File: src/rtl/fsm_run_sequencer.sv
// fsm_run_sequencer: queues run requests and issues one o_isRun pulse per job, waiting for done plus a gap between jobs.
// Optional WAIT-state watchdog enabled by defining FSM_SEQ_TIMEOUT_EN.
module fsm_run_sequencer #(
  parameter int PEND_W         = 4,
  parameter int CNT_W          = 8,
  parameter int GAP_CYCLES     = 2,
  parameter int TIMEOUT_CYCLES = 64
) (
  input  logic              i_clock,
  input  logic              i_reset,
  input  logic              i_req_valid,
  output logic              o_req_ready,
  input  logic              i_done,
  output logic              o_isRun,
  output logic              o_busy,
  output logic [PEND_W-1:0] o_pending,
  output logic [CNT_W-1:0]  o_done_count,
  output logic              o_done_pulse,
  output logic              o_timeout
);
  typedef enum logic [1:0] {IDLE, ISSUE, WAIT, GAP} state_t;
  localparam int GW = $clog2(GAP_CYCLES + 2);
  localparam logic [PEND_W-1:0] PEND_MAX = '1;
  if (PEND_W < 1 || CNT_W < 1 || GAP_CYCLES < 0 || TIMEOUT_CYCLES < 1) begin : g_bad_cfg
    $error("fsm_run_sequencer: illegal parameter set");
  end
  state_t            state_q, state_d;
  logic [PEND_W-1:0] pend_q, pend_d;
  logic [CNT_W-1:0]  cnt_q, cnt_d;
  logic [GW-1:0]     gap_q, gap_d;
  logic              dp_q, dp_d;
  logic              accept, issue, done_ok, expire, to_gap;
`ifdef FSM_SEQ_TIMEOUT_EN
  localparam int TW = $clog2(TIMEOUT_CYCLES + 1);
  logic [TW-1:0] wcnt_q, wcnt_d;
  logic          tmo_q, tmo_d;
  // a done on the expiry edge wins over the watchdog
  always_comb begin
    expire = state_q == WAIT && !i_done && wcnt_q == TW'(TIMEOUT_CYCLES - 1);
    wcnt_d = state_q == WAIT ? wcnt_q + 1'b1 : '0;
    tmo_d  = tmo_q | expire;
  end
  always_ff @(posedge i_clock) begin
    if (i_reset) begin
      wcnt_q <= '0;
      tmo_q  <= 1'b0;
    end else begin
      wcnt_q <= wcnt_d;
      tmo_q  <= tmo_d;
    end
  end
  assign o_timeout = tmo_q;
`else
  assign expire    = 1'b0;
  assign o_timeout = 1'b0;
`endif
  always_ff @(posedge i_clock) begin
    if (i_reset) begin
      state_q <= IDLE;
      pend_q  <= '0;
      cnt_q   <= '0;
      gap_q   <= '0;
      dp_q    <= 1'b0;
    end else begin
      state_q <= state_d;
      pend_q  <= pend_d;
      cnt_q   <= cnt_d;
      gap_q   <= gap_d;
      dp_q    <= dp_d;
    end
  end
  always_comb begin
    accept  = i_req_valid & o_req_ready;
    issue   = state_q == IDLE && pend_q != '0;
    done_ok = state_q == WAIT && i_done;
    to_gap  = done_ok | expire;
    pend_d  = pend_q + PEND_W'(accept) - PEND_W'(issue);
    cnt_d   = cnt_q + CNT_W'(done_ok);
    dp_d    = done_ok;
    gap_d   = to_gap ? GW'(GAP_CYCLES) : state_q == GAP ? gap_q - 1'b1 : gap_q;
    state_d = state_q == IDLE  ? (issue ? ISSUE : IDLE) :
              state_q == ISSUE ? WAIT :
              state_q == WAIT  ? (to_gap ? (GAP_CYCLES == 0 ? IDLE : GAP) : WAIT) :
              (gap_q == GW'(1) ? IDLE : GAP);
  end
  always_comb begin
    o_isRun      = state_q == ISSUE;
    o_busy       = state_q != IDLE || pend_q != '0;
    o_req_ready  = pend_q != PEND_MAX;
    o_pending    = pend_q;
    o_done_count = cnt_q;
    o_done_pulse = dp_q;
  end
endmodule

File: config.mk
export PLATFORM = sky130hd
export DESIGN_NAME = fsm_run_sequencer
export DESIGN_NICKNAME = d
export VERILOG_FILES = /design/src/rtl/fsm_run_sequencer.sv
export SDC_FILE = /design/constraint.sdc
export NUM_CORES = 1
export LEC_CHECK = 0
export CORE_MARGIN = 8
export CORE_UTILIZATION = 42
export DETAILED_ROUTE_END_ITERATION = 8
export PLACE_DENSITY_LB_ADDON = 0.12
export SLEW_MARGIN = 20
export SYNTH_ARGS = -nofsm -noshare
export SYNTH_HDL_FRONTEND = slang
export SYNTH_SLANG_ARGS = --single-unit
File: constraint.sdc
create_clock -name i_clock -period 2.01 [get_ports i_clock]
set_input_delay 0.201 -clock i_clock [delete_from_list [all_inputs] [get_ports i_clock]]
set_output_delay 0.201 -clock i_clock [all_outputs]
set_load 0.1 [all_outputs]
### Yosys cells after proc, flatten, opt, wreduce, memory -nomap -nowiden

Cells that the tools add are included.

* divide/modulo/power cells: 0
* equal/unequal tests: 5
* multipliers: 0
* reductions and logical operators: 8
* muxes and demuxes: 8
* shift-type cells: 0
* bitwise logic cells: 1
* add/subtract/negate cells: 4
* magnitude comparators: 0

Operators with widths (number)
* 2-bit two-way mux: 6
* 8-bit by 1-bit adder with 8-bit output: 1
* 4-bit by 1-bit adder with 4-bit output: 1
* 2-bit by 1-bit == test with 1-bit output (second input constant): 2
* 2-bit == test (second input constant): 2
* 4-bit != test (second input constant): 1
* 2-bit nonzero test: 2
* 4-bit nonzero test: 1
* 4-bit by 1-bit subtractor with 4-bit output: 1
* 1-bit logical AND: 2
* 2-bit logical NOT: 1
* 1-bit two-way mux: 2
* 2-bit OR reduction: 1
* 2-bit by 1-bit subtractor with 2-bit output (second input constant): 1
* 1-bit bitwise AND: 1
* 1-bit logical OR: 1

* bits in read-only memories: 0
* memories kept: 0
* bits of input ports: 4
* memory bits (writable): 0
* logic and storage cells: 32
* output and inout port bits: 17
* latch bits: 0
* register bits: 17

### Logic depth before layout (Yosys ltp)

Gate-level depths: netlist of the first run.

* depth in word-level cells: 6
* gate-level depth with buffers: 10
* gate-level depth less buffers: 10

### Worst setup path after synthesis of the first run

No wires, ideal clock.

* kind: reg-to-reg
* start point: register pend_q[1] (netlist: o_pending[1])
* end point: register pend_q[1] (netlist: o_pending[1])
* stages on the path, launching flop included: 8
* arrival: 3.323 ns
* period minus slack after synthesis: 3.448 ns
* required time: 1.885 ns
* path buffers: 0
* path slack: -1.438 ns
* cells stage by stage: dfxtp_1 -> nand3_1 -> nand2_1 -> ha_1 -> inv_1 -> ha_1 -> fa_1 -> nor2b_1

* cells in the longest elaborated chain, start to end: 4

RTL lines
* start: declaration: line 28 `logic [PEND_W-1:0] pend_q, pend_d;`
* start signal: assignment: line 66 `pend_q <= pend_d;`
* 4-bit != test: line 89 `o_req_ready = pend_q != PEND_MAX;`
* via o_req_ready: line 12 `output logic o_req_ready,`
* 1-bit bitwise AND: line 73 `accept = i_req_valid & o_req_ready;`
* 4-bit by 1-bit adder with 4-bit output: line 77 `pend_d = pend_q + PEND_W'(accept) - PEND_W'(issue);`
* 4-bit by 1-bit subtractor with 4-bit output: line 77
* via pend_d[1]: line 28

The timed path passes the listed nets, and every way through them passes these cells.
A chain may end at the register's enable or synchronous reset.

### Worst setup path after layout of the first run

* start point: register pend_q[2] (netlist: o_pending[2])
* end point: register pend_q[1] (netlist: o_pending[1])

* cells in the longest elaborated chain, start to end: 4

RTL lines (line)
* 4-bit != test: 89
* 1-bit bitwise AND: 73
* 4-bit by 1-bit adder with 4-bit output: 77
* 4-bit by 1-bit subtractor with 4-bit output *: 77
* via pend_d[1]: 28

Mark *: on every way through the listed nets, which the timed path passes. The rest lies on a longest branch.

==> run metrics, run 1 <==
Final min period 2010 ps; grt ovf 0; post-synthesis cell area 817 um2; DR WL/cell 11.2 um; Worst-Skew Late Latency 280 ps; Pwr per Cell Area 1540 nW/um2; number of max-cap violations 0; IO Port Bufs 19; final hold violation count 0; Gate Count Post-Synth 91; vias in the first global route 666; DRT iter0 DRCs 7; register area 357 um2; share of cells above drive strength 1 0.376; syn nets 105; Final Max Slew Viols 0; WS Path Type register to register; HPWL after detailed placement 1.26 mm; Non-Filler Instances 144; Final Cycle Share 0.999; VDD IR-drop max 1.65 mV; CTS Buffer Depth 2; initial antenna violation count 0; I/O pin cnt 21; multi-input logic area 504 um2; die area 3610 um2; worst r2r path cells 9; f_max 0.498 GHz; vias per cell 4.75; Final ANT Viol Nets 0; FP Rows 16; DRC 0; final RePlAce weighted congestion 0.683; Clock Power Share 0.097; crit path max fanout 2; post-synth top area cell dfxtp_1; sequential group share of total power 0.284; H-tree Lvls 1; Worst-path clk slew 90 ps; nets 132; PnR Total Power 1780 uW; area delta synth->final 42.0%; WP data arrival 2180 ps; hold depth 2; top cells by area, synth dfxtp_1, ha_1, nor2b_1, a21oi_1, nor2_1; setup_tns 0 ps; Final Util 0.610; number of CTS-inserted buffers 3; r2r startpoint o_pending[2]$_SDFF_PP0_; status finished clean; Worst Hold Class register to register; max layer used met4; diode count 0; leak pwr 0.000484 uW; distinct cell type count after synthesis 27; hold buffer count at CTS 0; crit end category register; r2r setup slk 3 ps; switching share of power 0.497; Clock Skew 3.41 ps; Fin Hold WS 481 ps; Internal Power 896 uW; CP Launch Type register; placed cells 139; post-synthesis sequential area ratio 0.417; mean area per synthesized cell 8.98 um2; overall routing resource usage 0.0995; Root Driver clkbuf_4; routed vias 684; first-pass GRT wire length 2.75 mm; # setup viols final 0; FF-to-FF End o_pending[1]$_SDFF_PP0_; WL met2 701 um; top cell type's share of synthesized area 0.417; CP Launch Point o_pending[2]$_SDFF_PP0_; warnings from Yosys 0; DRT Wirelength 1.61 mm; met1 WL 807 um; RSZ-0062 raised after global routing yes; critical hold path startpoint gap_q[1]$_SDFFE_PP0P_; clock tree from TritonCTS done; Sink Count 17; Critical Path RT 2180 ps; die width 60.1 um; FF+latch count, synth 17; hold endpoint gap_q[1]$_SDFFE_PP0P_; WL met3 88 um; Core ar. 1900 um2; pin count of the biggest net entering global routing 12; logic gate share of total power 0.619; die height 60.1 um; Psw 885 uW; 1st-pass router iterations 2; Starting Density 0.430; Fill cells 174
## kinds of logic after synthesis
group,after synthesis,share of synthesized area
AO/OA/AOI/OAI,14,0.0995
XOR/XNOR,4,0.0429
adder cells (fa/ha/maj),10,0.162
buffers and inverters,10,0.0505
flip-flops,17,0.417
other,1,0.00459
AND/OR/NAND/NOR,35,0.224
## cell usage in the layout (no fill, tap or decap), drive strengths merged
cell           instances
o21ai                  5
inv                    7
nand3b                 1
buf                   22
nor3                   2
conb                   1
nor2b                  5
ha                     9
and3                   1
a21oi                  6
xor2                   2
or3                    3
or2                    1
nand2b                 1
xnor2                  2
o21ba                  1
a211oi                 1
nor2                   8
clkdlybuf4s50          3
fa                     1
a31o                   1
nand3                  5
nand2                  6
nand4                  1
dfxtp                 17
nor3b                  1
clkbuf                 4
## worst max path at each step
stage / slack, ps / to
2_1_floorplan: -250 / o_pending[1]$_SDFF_PP0_
3_3_place_gp: -30 / o_pending[1]$_SDFF_PP0_
3_5_place_dp: -80 / o_pending[1]$_SDFF_PP0_
4_1_cts: 10 / o_pending[1]$_SDFF_PP0_
5_1_grt: -90 / o_pending[2]$_SDFF_PP0_
6_report: 3 / o_pending[1]$_SDFF_PP0_
## per-stage QoR
stage / cell area, um2 / worst slack (ps)
after global placement: 1080 / -25.3
after global routing: 1160 / -89.5
final: 1160 / 2.76
after floorplan: 863 / -249
after detailed placement: 1080 / -78.6
after CTS: 1120 / 11.9
## power by group through the flow
stage | clock network [uW] | registers (uW) | logic, uW
5_1_grt | 203 | 519 | 1180
4_1_cts | 187 | 492 | 1020
3_5_place_dp | 0 | 496 | 1000
6_report | 173 | 506 | 1100
2_1_floorplan | 0 | 754 | 499
3_3_place_gp | 0 | 492 | 998
## registers in the layout, summed over array words and instances, names as in the netlist
signal	cells
o_done_count	8
gap_q	2
state_q	2
o_done_pulse	1
o_pending	4
## critical path, stage by stage (launching register included)
cell	delay, ps
dfxtp_4	370
inv_4	40
ha_4	140
nor3b_4	150
nor3_2	180
ha_1	260
inv_2	70
ha_4	130
fa_2	420
nor2b_1	130
## repair_timing
item                       CTS  global route
pin swaps                    1             5
setup buffers                0             1
resized for setup            2             8
setup endpoints to repair    2             2
## area by class of cell
class	count	share of cell area
clock buffers	4	0.0227
flip-flops and latches	17	0.307
well taps	27	0.0291
repair buffers	25	0.179
inverters	7	0.0270
multi-input cells	64	0.435
## per-layer routing
layer,vias to the layer above,global-route usage
li1,356,-
met1,313,0.118
met2,13,0.151
met3,2,0.0344
met4,0,0.0544
met5,-,0
## Yosys cell counts
master    instances
a21oi_1           6
nor2_1            8
xnor2_1           2
or2_2             1
clkbuf_1          2
a211oi_1          1
dfxtp_1          17
xor2_1            2
conb_1            1
a31o_2            1
nand3_1           4
nor3_1            2
nand2_1           6
nand3_2           1
o21ai_0           5
and3_1            1
o21ba_2           1
nand3b_1          1
nor2b_1           5
ha_1              9
nand2b_1          1
inv_1             7
nor3b_1           1
fa_1              1
nand4_1           1
buf_4             1
or3_1             3
Note: power is estimated with default switching activity, not from simulation.
==> run 2, diff against run 1 <==
==> constraint.sdc (replaced) <==
create_clock -name i_clock -period 2.01 [get_ports i_clock]
set_input_delay 0.3015 -clock i_clock [delete_from_list [all_inputs] [get_ports i_clock]]
set_output_delay 0.3015 -clock i_clock [all_outputs]
set_load 0.1 [all_outputs]
==> run metrics, run 2 (synthesis results as in run 1) <==
status finished clean; nets 133; WP data arrival 2170 ps; DRT iter0 DRCs 4; routed vias 696; CTS Buffer Depth 2; Final ANT Viol Nets 0; DR WL/cell 11.8 um; Critical Path RT 2200 ps; top cell family by delay on the critical path adder cells; dpl ws -66.2 ps; hold buffer count at CTS 0; max incr delay on CP 420 ps; 1st-pass router iterations 2; Worst Path Buf+Inv 2; Final Cycle Share 0.986; WS Path Type register to register; max reg flops 8; grt ovf 0; Non-Filler Instances 145; Fill cells 151; most frequent cells in the layout buf_4, dfxtp_1, nor2_1; GR Layer Usage met2 0.172; crit end category register; Worst-Skew Late Latency 290 ps; Starting Density 0.430; vias per cell 4.80; H-tree Lvls 1; Core ar. 1900 um2; Worst-path clk slew 100 ps; initial antenna violation count 0; setup_tns 0 ps; share of cells above drive strength 1 0.390; DRT Wirelength 1.72 mm; critical-path cell list buf_4 -> ha_4 -> nand3_4 -> nand2_2 -> ha_1 -> inv_1 -> ha_2 -> fa_2 -> nor2b_1; HPWL after detailed placement 1.33 mm; Root Driver clkbuf_4; Sink Count 17; area delta synth->final 45.0%; final hold violation count 0; FP Rows 16; Pwr per Cell Area 1510 nW/um2; busiest grt layer met2; first-pass GRT wire length 2.87 mm; met1 usage 0.113; Clock Skew 5.88 ps; final RePlAce weighted congestion 0.715; f_max 0.505 GHz; clock tree from TritonCTS done; leak pwr 0.000498 uW; GR met3 Demand/Resource 0.0366; # setup viols final 0; CP Launch Type register; CP max stage cell fa_2; VDD IR-drop max 1.38 mV; Final Max Slew Viols 0; crit path max fanout 2; Final min period 1980 ps; Fin Hold WS 471 ps; die area 3610 um2; DRC 0; RSZ-0062 raised after global routing yes; Worst Hold Class register to register; diode count 0; placed cells 140; number of CTS-inserted buffers 3; setup ws final 28.2 ps; die width 60.1 um; pin count of the biggest net entering global routing 18; vias in the first global route 668; number of max-cap violations 0; overall routing resource usage 0.105; commonest non-fill, non-tap cell in the layout buf_4; I/O pin cnt 21; die height 60.1 um; IO Port Bufs 19
run 2: cell count changes in the layout (fill, tap and decap cells not counted), sizes merged:
cell,before,now
buf,22,23
run 2: where the power goes:
part / switching [uW] / internal (uW) / leakage, uW
clock: 105 / 77.2 / 0.0000150
sequential: 81.1 / 420 / 0.000142
combinational: 705 / 405 / 0.000341
total: 891 / 902 / 0.000498
run 2: per-stage QoR:
step | total power [uW] | utilization | cell area, um2
after floorplan | 1260 | - | 866
after global routing | 1920 | 0.623 | 1180
final | 1790 | 0.623 | 1180
after global placement | 1540 | 0.588 | 1120
after CTS | 1750 | 0.607 | 1150
after detailed placement | 1540 | 0.588 | 1120
run 2: area by class of cell:
type	instances	area [um2]	area share
tap	27	33.8	0.0285
sequential	17	357	0.301
clock buffer	4	26.3	0.0222
inverter	7	28.8	0.0243
multi-input combinational	64	499	0.421
timing repair buffer	26	240	0.203
run 2: worst paths after layout:
path | startpoint | slack (ps) | cells after the start | end
worst max-delay path | o_pending[2]$_SDFF_PP0_ | 30 | 9 | o_pending[1]$_SDFF_PP0_
worst min-delay path | gap_q[1]$_SDFFE_PP0P_ | 470 | 2 | gap_q[1]$_SDFFE_PP0P_
worst min register to register | gap_q[1]$_SDFFE_PP0P_ | 470 | 2 | gap_q[1]$_SDFFE_PP0P_
worst max register to register | o_pending[2]$_SDFF_PP0_ | 30 | 9 | o_pending[1]$_SDFF_PP0_
run 2: layer usage:
| metal | vias up | wire, um |
|---|---|---|
| li1 | 358 | - |
| met1 | 319 | 776 |
| met2 | 15 | 796 |
| met3 | 4 | 119 |
| met4 | 0 | 22 |
| met5 | - | 0 |
run 2: worst min-delay path, cell delays in order (launching register included):
cell	delay [ps]
dfxtp_1	310
inv_1	60
a211oi_1	60
run 2: timing repair:
| item | 4_1_cts | 5_1_grt |
|---|---|---|
| endpoints found under the setup margin | 2 | 2 |
| endpoints found under the hold margin | 0 | 0 |
| pin swaps | 1 | 0 |
| buffers inserted | 0 | 1 |
| resized for setup | 2 | 6 |
| cloned | 0 | 0 |
==> run 3, diff against run 2 <==
CAP_MARGIN = 40   (was default)
==> results of run 3 <==
The final DEF is identical to that of run 2; final timing and power are the same.
